**src/rtl/iki_bir_mux_hakem_pkg.sv**
```systemverilog
// Shared encodings for the 2:1 mux arbiter and the mux wrapper.
// State codes and select values live here so both sides agree.
package iki_bir_mux_pkg;

  localparam logic [1:0] ST_IDLE  = 2'd0;
  localparam logic [1:0] ST_GNT_A = 2'd1;
  localparam logic [1:0] ST_GNT_B = 2'd2;

  localparam logic SEL_A = 1'b0;
  localparam logic SEL_B = 1'b1;

  typedef logic [1:0] hakem_st_t;

endpackage

```
**src/rtl/iki_bir_mux_hakem_if.sv**
```systemverilog
// Request/grant bundle between two requesters and the arbiter.
// master = requester side, slave = arbiter side.
interface iki_bir_mux_hakem_if;
  logic req_a;
  logic req_b;
  logic gnt_a;
  logic gnt_b;
  logic sel;
  logic busy;
  logic last_a;

  modport master (
    output req_a, req_b,
    input  gnt_a, gnt_b, sel, busy, last_a
  );

  modport slave (
    input  req_a, req_b,
    output gnt_a, gnt_b, sel, busy, last_a
  );
endinterface

```
**src/rtl/iki_bir_mux_hakem_burst_sayac.sv**
```systemverilog
// Tenure length counter: load 1, count up, stick at MAX_BURST.
// at_max tells the arbiter the owner has used its full burst.
module burst_sayac #(
  parameter int MAX_BURST = 4,
  parameter int CNT_W     = 3
) (
  input  logic clk,
  input  logic rst,
  input  logic load,
  input  logic inc,
  output logic at_max
);

  logic [CNT_W-1:0] cnt;

  assign at_max = (cnt == CNT_W'(MAX_BURST));

  always_ff @(posedge clk) begin
    if (rst)
      cnt <= '0;
    else if (load)
      cnt <= CNT_W'(1);
    else if (inc && !at_max)
      cnt <= cnt + CNT_W'(1);
  end

endmodule

```
**src/rtl/iki_bir_mux_hakem.sv**
```systemverilog
// Round-robin arbiter for the shared 2:1 mux with burst limit.
// sel drives the mux enable: 0 = A path, 1 = B path.
module iki_bir_mux_hakem
  import iki_bir_mux_pkg::*;
#(
  parameter int MAX_BURST = 4,
  parameter int CNT_W     = 3
) (
  input logic clk,
  input logic rst,
  iki_bir_mux_hakem_if.slave bus
);

  hakem_st_t state_q, state_d;
  logic      sel_q, sel_d;
  logic      last_q, last_d;
  logic      at_max;
  logic      cnt_load, cnt_inc;

  always_ff @(posedge clk) begin
    if (rst) begin
      state_q <= ST_IDLE;
      sel_q   <= SEL_A;
      last_q  <= 1'b0;
    end else begin
      state_q <= state_d;
      sel_q   <= sel_d;
      last_q  <= last_d;
    end
  end

  always_comb begin
    state_d = state_q;
    unique case (state_q)
      ST_GNT_A: begin
        if (!bus.req_a)
          state_d = bus.req_b ? ST_GNT_B : ST_IDLE;
        else if (bus.req_b && at_max)
          state_d = ST_GNT_B;
      end
      ST_GNT_B: begin
        if (!bus.req_b)
          state_d = bus.req_a ? ST_GNT_A : ST_IDLE;
        else if (bus.req_a && at_max)
          state_d = ST_GNT_A;
      end
      default: begin
        if (bus.req_a && bus.req_b)
          state_d = last_q ? ST_GNT_B : ST_GNT_A;
        else if (bus.req_a)
          state_d = ST_GNT_A;
        else if (bus.req_b)
          state_d = ST_GNT_B;
      end
    endcase
  end

  // Pointer and select only move on a grant entry; IDLE keeps them.
  always_comb begin
    sel_d    = sel_q;
    last_d   = last_q;
    cnt_load = 1'b0;
    cnt_inc  = 1'b0;
    if (state_d != state_q && state_d != ST_IDLE) begin
      cnt_load = 1'b1;
      sel_d    = (state_d == ST_GNT_B) ? SEL_B : SEL_A;
      last_d   = (state_d == ST_GNT_A);
    end else if (state_d == state_q && state_q != ST_IDLE) begin
      cnt_inc = 1'b1;
    end
  end

  always_comb begin
    bus.gnt_a  = (state_q == ST_GNT_A);
    bus.gnt_b  = (state_q == ST_GNT_B);
    bus.busy   = (state_q != ST_IDLE);
    bus.sel    = sel_q;
    bus.last_a = last_q;
  end

  burst_sayac #(
    .MAX_BURST(MAX_BURST),
    .CNT_W    (CNT_W)
  ) u_sayac (
    .clk   (clk),
    .rst   (rst),
    .load  (cnt_load),
    .inc   (cnt_inc),
    .at_max(at_max)
  );

endmodule
```
**src/flat_wrapper.sv**
```systemverilog
// flat-port wrapper written by rule: the top's interface ports become plain ports
module iki_bir_mux_hakem_flat import iki_bir_mux_pkg::*;
#(
  parameter int MAX_BURST = 4,
  parameter int CNT_W     = 3
)
  (clk, rst, bus_req_a, bus_req_b, bus_gnt_a, bus_gnt_b, bus_sel, bus_busy, bus_last_a);
  iki_bir_mux_hakem_if bus_i ();
  input logic clk;
  input logic rst;
  input wire logic [$bits(bus_i.req_a)-1:0] bus_req_a;
  input wire logic [$bits(bus_i.req_b)-1:0] bus_req_b;
  output wire logic [$bits(bus_i.gnt_a)-1:0] bus_gnt_a;
  output wire logic [$bits(bus_i.gnt_b)-1:0] bus_gnt_b;
  output wire logic [$bits(bus_i.sel)-1:0] bus_sel;
  output wire logic [$bits(bus_i.busy)-1:0] bus_busy;
  output wire logic [$bits(bus_i.last_a)-1:0] bus_last_a;
  assign bus_i.req_a = bus_req_a;
  assign bus_i.req_b = bus_req_b;
  assign bus_gnt_a = bus_i.gnt_a;
  assign bus_gnt_b = bus_i.gnt_b;
  assign bus_sel = bus_i.sel;
  assign bus_busy = bus_i.busy;
  assign bus_last_a = bus_i.last_a;
  iki_bir_mux_hakem #(.MAX_BURST(MAX_BURST), .CNT_W(CNT_W)) u_core (.clk(clk), .rst(rst), .bus(bus_i));
endmodule
```
**config.mk**
```make
export PLATFORM = sky130hd
export DESIGN_NAME = iki_bir_mux_hakem_flat
export DESIGN_NICKNAME = d
export VERILOG_FILES = /design/src/rtl/iki_bir_mux_hakem_pkg.sv /design/src/rtl/iki_bir_mux_hakem_if.sv /design/src/rtl/iki_bir_mux_hakem_burst_sayac.sv /design/src/rtl/iki_bir_mux_hakem.sv /design/src/flat_wrapper.sv
export SDC_FILE = /design/constraint.sdc
export NUM_CORES = 1
export LEC_CHECK = 0
export ABC_AREA = 1
export BUFFER_PORTS_ARGS = -buffer_cell sky130_fd_sc_hd__buf_2
export CORE_AREA = 5 5 42 44
export DETAILED_ROUTE_END_ITERATION = 16
export DIE_AREA = 0 0 47 49
export PLACE_DENSITY = 0.65
export SETUP_SLACK_MARGIN = 0.2
export SYNTH_ARGS = -nofsm -noshare
export SYNTH_HDL_FRONTEND = slang
export SYNTH_SLANG_ARGS = --single-unit
```
**constraint.sdc**
```tcl
create_clock -name clk -period 1.86 [get_ports clk]
set_input_delay 0.186 -clock clk [delete_from_list [all_inputs] [get_ports clk]]
set_output_delay 0.186 -clock clk [all_outputs]
set_load 0.005 [all_outputs]
```
==> results.toml <==
[status]
status = "finished clean"

[setup_path]
cp_max_fo = 5
cpLargestDelayFamily = "simple AND/OR/NAND/NOR gates"
critPathKind = "flip-flop to flip-flop"
slowest_delay_ns = 0.37
worst-path-buf-inv = 3
cp_cell_sequence = "inv_6 -> ha_4 -> inv_4 -> nor2_1 -> nand2_1 -> nand3_2 -> nand2_2 -> nand2_2 -> nand2_2 -> inv_4 -> nand3_4 -> nand2_1 -> nand2_1 -> a21oi_2"
crit_required_ns = 2.05
startpoint_type = "flip-flop"
r2r_slack_ns = 0.29
cp-end-kind = "flip-flop"
worstPathArrival_ns = 1.76
slowest_stage = "dfxtp_4"

[floorplan]
coreArea_um2 = 1400
die_x_um = 47
initial_core_util_pct = 41.0
dieArea_um2 = 2300
die_height_um = 49
io_pins = 9
num_rows = 14

[place]
finalWeightedCongestion = 0.870
pre_cts_ws_ns = 0.151
dp_hpwl_um = 926
placed_area_um2 = 642
io_buffer_count = 8

[synthesis]
synth_compound_area_share_pct = 8.71
synth.avg_cell_area_um2 = 6.92
synth_mux_area_share_pct = 0
syn_inst = 83
synth-seq-cells = 7
yosysSeqAreaShare_pct = 24.4
synth_area_um2 = 574
synth_top_family_by_area = "simple AND/OR/NAND/NOR gates"
yosys_warnings = 0
yosys.area_share.adder_pct = 10.9
synth_xor_area_share_pct = 1.53
synth_simple_gate_area_share_pct = 45.3
syn_nets = 92
synth_cell_type_count = 17

[global_routing]
grt_pass1_vias = 481
antenna_found_initial = 0
grt_util_all_layers_pct = 11.4
grt.overflow.total = 0
grt_max_degree = 8
grt_pass1_wl_um = 1930

[layout]
drive_above_1_share_pct = 52.5
nets = 111
seq_area_um2 = 150
final_core_util_pct = 59.2
area_growth_pct = 44.4
fin_area_um2 = 830
antennaDiodeCount = 0
final.fill_count = 132
multiInputGateArea_um2 = 479

[pwr]
p_total_uw = 1800
p_seq_share_pct = 15.1
p_clk_share_pct = 7.9
p_switching_uw = 933
comb_power_share_pct = 77.0
cellLeakagePower_uw = 0.000384
switching_share_pct = 51.8
vdd_drop_max_mv = 1.44
internal-power_uw = 869
power.density_nw_per_um2 = 2170

[sta]
finClkSkew_ns = 0.00187
fin_ws_ns = 0.291
fin_crit_sh_pct = 84.4
tns_ns = 0
slew_viol_final = 0
hold_viol = 0
setup_viol = 0
fmax_mhz = 637
relSlewSlack_pct = 69.2
rsz0062_at_grt = "no"
period_minus_slack_ns = 1.57
tightestPinTransition_ns = 0.462

[clock_tree]
cts.sinks = 7
cts_tree = "yes"
h-tree-depth = 1
clk_pin_slew_ns = 0.05
cts_hold_buf = 0
clockBufferDepth = 2
clk_latency_ns = 0.26
cts_buffers = 3
cts-root-buf = "clkbuf_4"

[worst_hold_path]
hold_path_class = "input port to flip-flop"

[detailed_routing]
drt_iter0_drc = 10
via_per_inst = 4.97
wirelength_um = 1400
drc = 0
wire_per_inst_um = 12.0
antenna_left = 0
num_vias = 581
first_pass_iters = 4

[flow_run]
cap_violations = 0
==> Yosys cell counts (all sizes together) <==
cell type  instances  area, µm²
nand3             13       80.1
ha                 5       62.6
inv               14       52.6
o21ai              3       18.8
nand2             26        140
a21oi              4       31.3
xor2               1       8.76
nor2               9       33.8
dfxtp              7        140
nand4              1       6.26
==> placed cells by master (no fill, tap or decap) <==
master | netlist | final
buf_4 | 0 | 5
nand2_1 | 17 | 16
dfxtp_2 | 0 | 2
nor2_1 | 9 | 8
o21ai_0 | 1 | 1
dfxtp_4 | 0 | 2
buf_2 | 0 | 8
clkbuf_4 | 0 | 3
o21ai_2 | 1 | 1
nand2_2 | 5 | 4
a21oi_2 | 3 | 3
ha_1 | 5 | 1
nand3_4 | 0 | 1
dfxtp_1 | 7 | 3
inv_4 | 0 | 3
nand2_4 | 4 | 6
inv_1 | 12 | 8
nand3_1 | 10 | 6
xor2_1 | 1 | 1
inv_6 | 0 | 1
nand4_1 | 1 | 1
buf_6 | 0 | 1
a21oi_1 | 1 | 1
o21ai_1 | 1 | 1
nor2_4 | 0 | 1
nand3_2 | 3 | 6
clkbuf_1 | 0 | 1
ha_4 | 0 | 4
inv_2 | 2 | 2
==> per-layer routing <==
metal / vias up / track usage, % / wire [µm]
met1: 257 / 15.0 / 594
li1: 301 / - / -
met5: - / 0 / 0
met3: 7 / 2.21 / 59
met4: 0 / 8.29 / 49
met2: 16 / 15.8 / 700
==> kinds of logic after synthesis <==
group | count (synthesis)
AND/OR/NAND/NOR | 49
buffers and inverters | 14
AO/OA/AOI/OAI | 7
flip-flops | 7
adder cells (fa/ha/maj) | 5
XOR/XNOR | 1
==> registers in the layout (all words and copies together) (netlist names) <==
signal and count:
u_core.bus.sel 1, u_core.u_sayac.cnt 3, u_core.bus.last_a 1, u_core.state_q 2
==> timing repair <==
action / CTS / global route
pin swaps: 1 / 12
resized for setup: 3 / 30
cloned: 0 / 0
setup buffers: 0 / 5
setup endpoints to repair: 5 / 5
==> final cells by class <==
type                            instances  area share, %
Inverter                               14           7.84
Clock buffer                            4           3.17
Tap cell                               16           2.41
Multi-Input combinational cell         62           57.8
Sequential cell                         7           18.1
Timing Repair Buffer                   14           10.7
==> power groups by stage <==
stage / logic, µW / registers, µW / clock network, µW
finish: 1390 / 271 / 143
global route: 1510 / 279 / 158
CTS: 1040 / 231 / 146
detailed placement: 995 / 230 / 0
global placement: 987 / 229 / 0
floorplan: 796 / 235 / 0
==> per-stage QoR <==
stage               hold WS (ns)  cells
floorplan                  0.248     83
global placement           0.395    108
detailed placement         0.395    108
CTS                        0.114    112
global route               0.131    117
finish                     0.127    117
==> final timing paths <==
path | startpoint | endpoint | cells past startpoint
setup reg to reg | u_core.state_q[1] | u_core.u_sayac.cnt[0] | 14
hold / removal | rst | u_core.u_sayac.cnt[0] | 2
hold reg to reg | u_core.bus.sel | u_core.bus.sel | 2
setup / recovery | u_core.state_q[1] | u_core.u_sayac.cnt[0] | 14
Note: power is estimated with default switching activity, not from simulation.
